$ cat src/rtl/union_ser_pkg.sv
// Shared types for the union word serializer: the packed-union word view,
// its control-view struct, the FSM state encoding and the default control tag.
package union_ser_pkg;

    localparam logic [1:0] KIND_CTL_DEFAULT = 2'b10;

    typedef struct packed {
        logic [1:0]  kind;
        logic [1:0]  cnt_m1;
        logic [27:0] payload;
    } ctl_t;

    typedef union packed {
        logic [31:0] raw;
        ctl_t        ctl;
    } un_t;

    typedef enum logic [1:0] {
        IDLE   = 2'd0,
        SEND   = 2'd1,
        PARITY = 2'd2
    } state_t;

endpackage

$ cat src/rtl/union_word_decode.sv
// Combinational view decode: picks the raw or control interpretation of a word
// and returns the byte count plus the payload to be shifted out.
module union_word_decode
    import union_ser_pkg::*;
#(
    parameter bit         CTL_VIEW_ENABLE = 1'b1,
    parameter logic [1:0] KIND_CTL        = KIND_CTL_DEFAULT
) (
    input  un_t         word,
    output logic [2:0]  nbytes,
    output logic [31:0] payload
);

    always_comb begin
        nbytes  = 3'd4;
        payload = word.raw;
        if (CTL_VIEW_ENABLE && (word.ctl.kind == KIND_CTL)) begin
            nbytes  = {1'b0, word.ctl.cnt_m1} + 3'd1;
            payload = {4'h0, word.ctl.payload};
        end
    end

endmodule

$ cat src/rtl/union_word_serializer.sv
// Serializes union-typed 32-bit words into an LSB-first valid/ready byte stream.
// Optional trailing XOR parity byte when SER_PARITY_EN is defined.
//
// state  | meaning
// IDLE   | in_ready high, waiting for a word
// SEND   | shifting out data bytes, one per accepted handshake
// PARITY | emitting the XOR of this word's data bytes (SER_PARITY_EN only)
module union_word_serializer
    import union_ser_pkg::*;
#(
    parameter bit         CTL_VIEW_ENABLE = 1'b1,
    parameter logic [1:0] KIND_CTL        = KIND_CTL_DEFAULT
) (
    input  logic       clk,
    input  logic       rst_n,
    input  un_t        in_word,
    input  logic       in_valid,
    output logic       in_ready,
    output logic [7:0] out_byte,
    output logic       out_valid,
    input  logic       out_ready,
    output logic       out_last,
    output logic       busy
);

    state_t      state_q, state_d;
    logic [31:0] shreg_q, shreg_d;
    logic [1:0]  cnt_q, cnt_d;
    logic [2:0]  nbytes_q, nbytes_d;
`ifdef SER_PARITY_EN
    logic [7:0]  par_q, par_d;
`endif

    logic [2:0]  dec_nbytes;
    logic [31:0] dec_payload;
    logic        last_data;

    union_word_decode #(
        .CTL_VIEW_ENABLE (CTL_VIEW_ENABLE),
        .KIND_CTL        (KIND_CTL)
    ) u_decode (
        .word    (in_word),
        .nbytes  (dec_nbytes),
        .payload (dec_payload)
    );

    // Counter never wraps: it is cleared on the final data byte instead.
    assign last_data = ({1'b0, cnt_q} == (nbytes_q - 3'd1));

    always_comb begin
        state_d   = state_q;
        shreg_d   = shreg_q;
        cnt_d     = cnt_q;
        nbytes_d  = nbytes_q;
`ifdef SER_PARITY_EN
        par_d     = par_q;
`endif
        in_ready  = 1'b0;
        out_valid = 1'b0;
        out_byte  = 8'h00;
        out_last  = 1'b0;

        case (state_q)
            IDLE: begin
                in_ready = 1'b1;
                if (in_valid) begin
                    shreg_d  = dec_payload;
                    nbytes_d = dec_nbytes;
                    cnt_d    = 2'd0;
`ifdef SER_PARITY_EN
                    par_d    = 8'h00;
`endif
                    state_d  = SEND;
                end
            end
            SEND: begin
                out_valid = 1'b1;
                out_byte  = shreg_q[7:0];
`ifdef SER_PARITY_EN
                out_last  = 1'b0;
`else
                out_last  = last_data;
`endif
                if (out_ready) begin
                    shreg_d = {8'h00, shreg_q[31:8]};
`ifdef SER_PARITY_EN
                    par_d   = par_q ^ shreg_q[7:0];
`endif
                    if (last_data) begin
                        cnt_d = 2'd0;
`ifdef SER_PARITY_EN
                        state_d = PARITY;
`else
                        state_d = IDLE;
`endif
                    end else begin
                        cnt_d = cnt_q + 2'd1;
                    end
                end
            end
`ifdef SER_PARITY_EN
            PARITY: begin
                out_valid = 1'b1;
                out_byte  = par_q;
                out_last  = 1'b1;
                if (out_ready) begin
                    state_d = IDLE;
                end
            end
`endif
            default: begin
                state_d = IDLE;
            end
        endcase
    end

    assign busy = (state_q != IDLE);

    always_ff @(posedge clk or negedge rst_n) begin
        if (!rst_n) begin
            state_q  <= IDLE;
            shreg_q  <= 32'h0;
            cnt_q    <= 2'd0;
            nbytes_q <= 3'd0;
`ifdef SER_PARITY_EN
            par_q    <= 8'h00;
`endif
        end else begin
            state_q  <= state_d;
            shreg_q  <= shreg_d;
            cnt_q    <= cnt_d;
            nbytes_q <= nbytes_d;
`ifdef SER_PARITY_EN
            par_q    <= par_d;
`endif
        end
    end

endmodule

$ cat config.mk
export PLATFORM = sky130hd
export DESIGN_NAME = union_word_serializer
export DESIGN_NICKNAME = d
export VERILOG_FILES = /design/src/rtl/union_ser_pkg.sv /design/src/rtl/union_word_decode.sv /design/src/rtl/union_word_serializer.sv
export SDC_FILE = /design/constraint.sdc
export NUM_CORES = 1
export LEC_CHECK = 0
export BUFFER_PORTS_ARGS = -buffer_cell sky130_fd_sc_hd__buf_2
export CORE_MARGIN = 3
export CORE_UTILIZATION = 53
export CTS_CLUSTER_DIAMETER = 60
export CTS_CLUSTER_SIZE = 16
export DETAILED_ROUTE_END_ITERATION = 8
export PLACE_DENSITY = 0.76
export SLEW_MARGIN = 40
export SYNTH_ARGS = -nofsm -noshare
export SYNTH_HDL_FRONTEND = slang
export SYNTH_HIERARCHICAL = 1
export SYNTH_SLANG_ARGS = --single-unit
$ cat constraint.sdc
create_clock -name clk -period 1.4 [get_ports clk]
set_input_delay 0.14 -clock clk [delete_from_list [all_inputs] [get_ports clk]]
set_output_delay 0.14 -clock clk [all_outputs]
set_load 0.03 [all_outputs]
Yosys cells after proc, flatten, opt, wreduce, memory -nomap -nowiden
Index checks and enable logic that the tools add are counted.
Widths: inputs -> output; s select.
{"block": "totals", "elab_cells": 36, "input_bits": 36, "reg_bits": 39, "out_inout_bits": 12}
{"block": "op_classes", "n_addsub": 3, "n_eq_ne": 6, "n_mux": 17, "n_reduce_logical": 6}
{"op": "$mux 32", "n": 3}
{"op": "$pmux 32 s2", "n": 1}
{"op": "$mux 2", "n": 6}
{"op": "$mux 8", "n": 1}
{"op": "$pmux 2 s2", "n": 2}
{"op": "$ne 2x2->1 const B", "n": 3}
{"op": "$reduce_and 3->1", "n": 2}
{"op": "$reduce_bool 2->1", "n": 2}
{"op": "$add 2x1->3 const B", "n": 1}
{"op": "$eq 2x3->1", "n": 1}
{"op": "$mux 1", "n": 3}
{"op": "$mux 3", "n": 1}
{"op": "$sub 3x1->3 const B", "n": 1}
{"op": "$add 2x1->2 const B", "n": 1}
{"op": "$eq 2x1->1 const B", "n": 1}
{"op": "$eq 2x2->1 const B", "n": 1}
{"op": "$logic_not 2->1", "n": 1}
{"op": "$reduce_and 2->1", "n": 1}

Depth between registers and ports, before layout
{"block": "depth", "word_depth": 5, "ltp_mapped": 5}

Hierarchy
Netlist, hierarchy kept.
{"module": "union_word_serializer", "instances": 1, "cells_each": 164, "area_per_inst_um2": 1791.7}
{"module": "union_word_decode", "instances": 1, "cells_each": 38, "area_per_inst_um2": 280.3}

Worst setup path before layout
No wires, ideal clock.
{"block": "synth_path", "kind": "reg-to-output", "startpoint": "register state_q[0]", "endpoint": "output out_last", "t_required_ps": 1260, "path_slack_ps": -455, "path_stages_with_launch": 5, "n_path_buf": 2, "arrival_time_ps": 1715, "cell_sequence": "dfrtp_1 -> buf_6 -> buf_6 -> inv_2 -> nor4_2"}
{"block": "synth_between", "elab_chain_cells": 2}
{"item": "start, declared", "line": "union_word_serializer.sv:26", "source": "state_t state_q, state_d;"}
{"item": "start signal, assigned", "line": "union_word_serializer.sv:129", "source": "state_q <= state_d;"}
{"item": "$eq 2x1->1", "line": "union_word_serializer.sv:63", "source": "case (state_q)"}
{"item": "$mux 1", "line": "union_word_serializer.sv:63"}
{"item": "end, declared", "line": "union_word_serializer.sv:22", "source": "output logic out_last,"}
No other way between the ends.

Worst setup path in the final report
{"block": "layout_path", "startpoint": "register nbytes_q[0]", "endpoint": "output out_last"}
{"block": "layout_between", "elab_chain_cells": 3}
{"item": "start, declared", "line": "union_word_serializer.sv:29", "source": "logic [2:0] nbytes_q, nbytes_d;"}
{"item": "start signal, assigned", "line": "union_word_serializer.sv:132", "source": "nbytes_q <= nbytes_d;"}
{"item": "$sub 3x1->3", "line": "union_word_serializer.sv:48", "source": "assign last_data = ({1'b0, cnt_q} == (nbytes_q - 3'd1));"}
{"item": "$eq 2x3->1", "line": "union_word_serializer.sv:48"}
{"item": "$mux 1", "line": "union_word_serializer.sv:63"}
No other way between the ends.

==> flow_metrics.py <==
metrics = {
    "run_status": {
        "outcome": "finished, violations left",
        "violations": "setup timing",
    },
    "detailed_routing": {
        "drcViolationCount": 0,
        "ant_nets": 0,
        "wirelength_um": 3760,
        "vias": 1410,
        "wl_per_cell_um": 13.5,
        "drtPass1Iterations": 4,
        "viasPerCell": 5.05,
        "dr.first_iter.drc_count": 69,
    },
    "synthesis": {
        "synthDominantAreaCellType": "dfrtp_1",
        "synth_edf_count": 0,
        "avgSynthCellArea_um2": 10.3,
        "ys_seq_elements": 38,
        "netlist_area_mm2": 0.00207,
        "ys_warn_count": 6,
        "synth.top_cell.area_share": 0.459,
        "synth_cell_types": 30,
        "synth_area_leaders": "dfrtp_1 (46%), mux2i_1 (12%), buf_4 (11%), nand2_1 (5.3%), o21ai_0 (4.6%)",
        "ys_async_sr_fraction": 1.00,
        "synth_cells": 202,
        "ys.flop_type": "dfrtp_1",
        "ys_seq_area_frac": 0.459,
        "syn_nets": 240,
    },
    "setup_path": {
        "start_kind": "register",
        "path_class": "register to output pin",
        "arrival_ns": 1.43,
        "cp-end-kind": "output pin",
        "r2r_cells": 5,
        "crit_fanout": 2,
        "cp.required_ns": 1.26,
    },
    "layout": {
        "diodes": 0,
        "fin_area_mm2": 0.00245,
        "final_cells": 279,
        "final_common_cell": "buf_2",
        "final_cell_mix": "buf_2 (44), dfrtp_1 (37), nand2_1 (29), mux2i_1 (24), o21ai_0 (17)",
        "multi_input_area_um2": 846,
        "fill_cells": 307,
        "seqCellArea_um2": 952,
        "drive_gt1_frac": 0.351,
        "final_nets": 268,
        "area_growth_pct": 18.1,
    },
    "timing": {
        "setup_tns_ns": -0.234,
        "final.setup_skew_ns": 0.00692,
        "hold_viol": 0,
        "finalCritPeriodShare": 1.12,
        "relSlewSlack": 0.743,
        "fin_crit_ns": 1.57,
        "finalSetupViolations": 9,
        "drv_slew": 0,
        "worst_slew_pin_slew_ns": 0.383,
        "rsz0062_at_grt": "yes",
        "fmax_ghz": 0.635,
        "setup_ws_ns": -0.174,
    },
    "placed_design": {
        "dp.cells": 263,
        "numPortBuffers": 47,
        "hpwl_um": 2470,
        "place_area_mm2": 0.00220,
        "place_congestion": 0.740,
    },
    "clocking": {
        "htreeDepth": 2,
        "cts_tree": "yes",
        "clkSinkCount": 38,
        "cts_inserted_buffers": 5,
        "clk_latency_ns": 0.29,
        "cts_buffer_depth": 2,
        "ctsRootBufferMaster": "clkbuf_8",
        "path_clk_slew_ns": 0.07,
    },
    "pwr": {
        "vdd_drop_max_uv": 796,
        "p_seq_frac": 0.394,
        "p_leak_nw": 1.29,
        "p_sw_w": 0.00146,
        "clkPwrFrac": 0.209,
        "powerDensity_mw_per_mm2": 1750,
        "comb_power_share": 0.397,
        "p_int_w": 0.00281,
        "swShare": 0.341,
    },
    "global_route": {
        "grt_start_max_net_pins": 57,
        "grt_pass1_wl_um": 5680,
        "grt_overflow": 0,
        "grt_pass1_vias": 1304,
        "antenna_found_initial": 0,
        "grt_util_all_layers": 0.167,
    },
    "run": {
        "max_cap_violations": 0,
    },
    "floorplan": {
        "die_x_um": 68.5,
        "pin_count": 48,
        "die_h_um": 68.5,
        "core_mm2": 0.00372,
        "fp-row-count": 22,
        "dieArea_mm2": 0.00470,
        "start_util": 0.558,
    },
    "worst_hold_path": {
        "min_path_type": "primary input to register",
        "hold_depth": 2,
    },
}
==> cell families (layout without fill, tap and decap cells) <==
| logic type | count (synthesis) | count (layout) | synth area share |
|---|---|---|---|
| AOI/OAI and AO/OA | 38 | 38 | 0.111 |
| and+or+nand+nor | 50 | 50 | 0.121 |
| adders and majority gates | 2 | 2 | 0.0121 |
| DFF | 38 | 38 | 0.459 |
| xor gates and xnor gates | 3 | 3 | 0.0127 |
| muxes | 26 | 26 | 0.128 |
| buffers and inverters | 45 | 74 | 0.156 |
==> synthesized netlist by cell type, types with 2 or more instances <==
library cell / count
ha_1: 2
nand2b_1: 2
clkbuf_2: 2
xnor2_1: 2
mux2i_1: 24
buf_6: 5
buf_4: 30
nor2_1: 3
dfrtp_1: 38
o21ai_1: 7
clkbuf_1: 2
buf_2: 2
and2_1: 8
o21ai_0: 19
a22o_1: 8
o31ai_1: 2
inv_1: 3
nand2_1: 29
and2_2: 3
==> worst max-delay path, cell delays in order (launching register included) <==
cell	delay, ns
dfrtp_1	0.36
inv_2	0.05
ha_4	0.15
xor2_1	0.18
nor4_4	0.24
buf_6	0.17
==> what timing repair did <==
action	4_1_cts	5_1_grt
pin swaps	1	0
buffers inserted	3	2
resized for setup	5	6
gates cloned	0	3
hold endpoints to repair	13	0
hold buffers	1	0
setup endpoints to repair	9	41
==> power groups by stage <==
stage / logic [W] / clock network (W) / registers (W)
after floorplan: 0.00128 / 0 / 0.00164
after global placement: 0.00149 / 0 / 0.00168
after detailed placement: 0.00153 / 0 / 0.00170
after CTS: 0.00157 / 0.000915 / 0.00168
after global routing: 0.00188 / 0.000961 / 0.00173
final: 0.00170 / 0.000892 / 0.00168
==> layout make-up <==
| class | count | area share |
|---|---|---|
| Timing Repair Buffer | 62 | 0.191 |
| Tap cell | 48 | 0.0245 |
| Sequential cell | 38 | 0.389 |
| Clock inverter | 1 | 0.0123 |
| Inverter | 4 | 0.00613 |
| Multi-Input combinational cell | 119 | 0.346 |
| Clock buffer | 7 | 0.0312 |
==> layer usage <==
metal  share of wire  vias up  track usage
met5               0        -            0
met4           0.013        0       0.0744
met3           0.070        5       0.0583
met2            0.47       43        0.256
met1            0.45      656        0.212
li1                -      706            -
==> per-stage QoR <==
stage / util / hold WS (ns) / total power (W) / worst slack, ns
after CTS: 0.628 / 0.0720 / 0.00416 / -0.196
final: 0.659 / 0.0802 / 0.00427 / -0.174
after detailed placement: 0.592 / 0.0557 / 0.00323 / -0.0158
after floorplan: - / -0.156 / 0.00292 / -0.0180
after global placement: 0.592 / 0.0566 / 0.00318 / 0.0120
after global routing: 0.659 / 0.0779 / 0.00457 / -0.237
==> final timing paths <==
check / startpoint / endpoint / slack (ns)
min in group asynchronous: rst_n / shreg_q[3] / 0.28
worst min register to register: shreg_q[0] / shreg_q[0] / 0.47
worst max register to register: state_q[0] / shreg_q[26] / -0.01
worst min-delay path: in_word[25] / shreg_q[25] / 0.08
max in group asynchronous: rst_n / shreg_q[19] / 0.60
worst max-delay path: nbytes_q[0] / out_last / -0.17
==> flip-flops by register name (all words and copies together), names as in the netlist <==
signal / count
cnt_q: 2
shreg_q: 32
nbytes_q: 3
state_q: 1
Note: power is estimated with default switching activity, not from simulation.
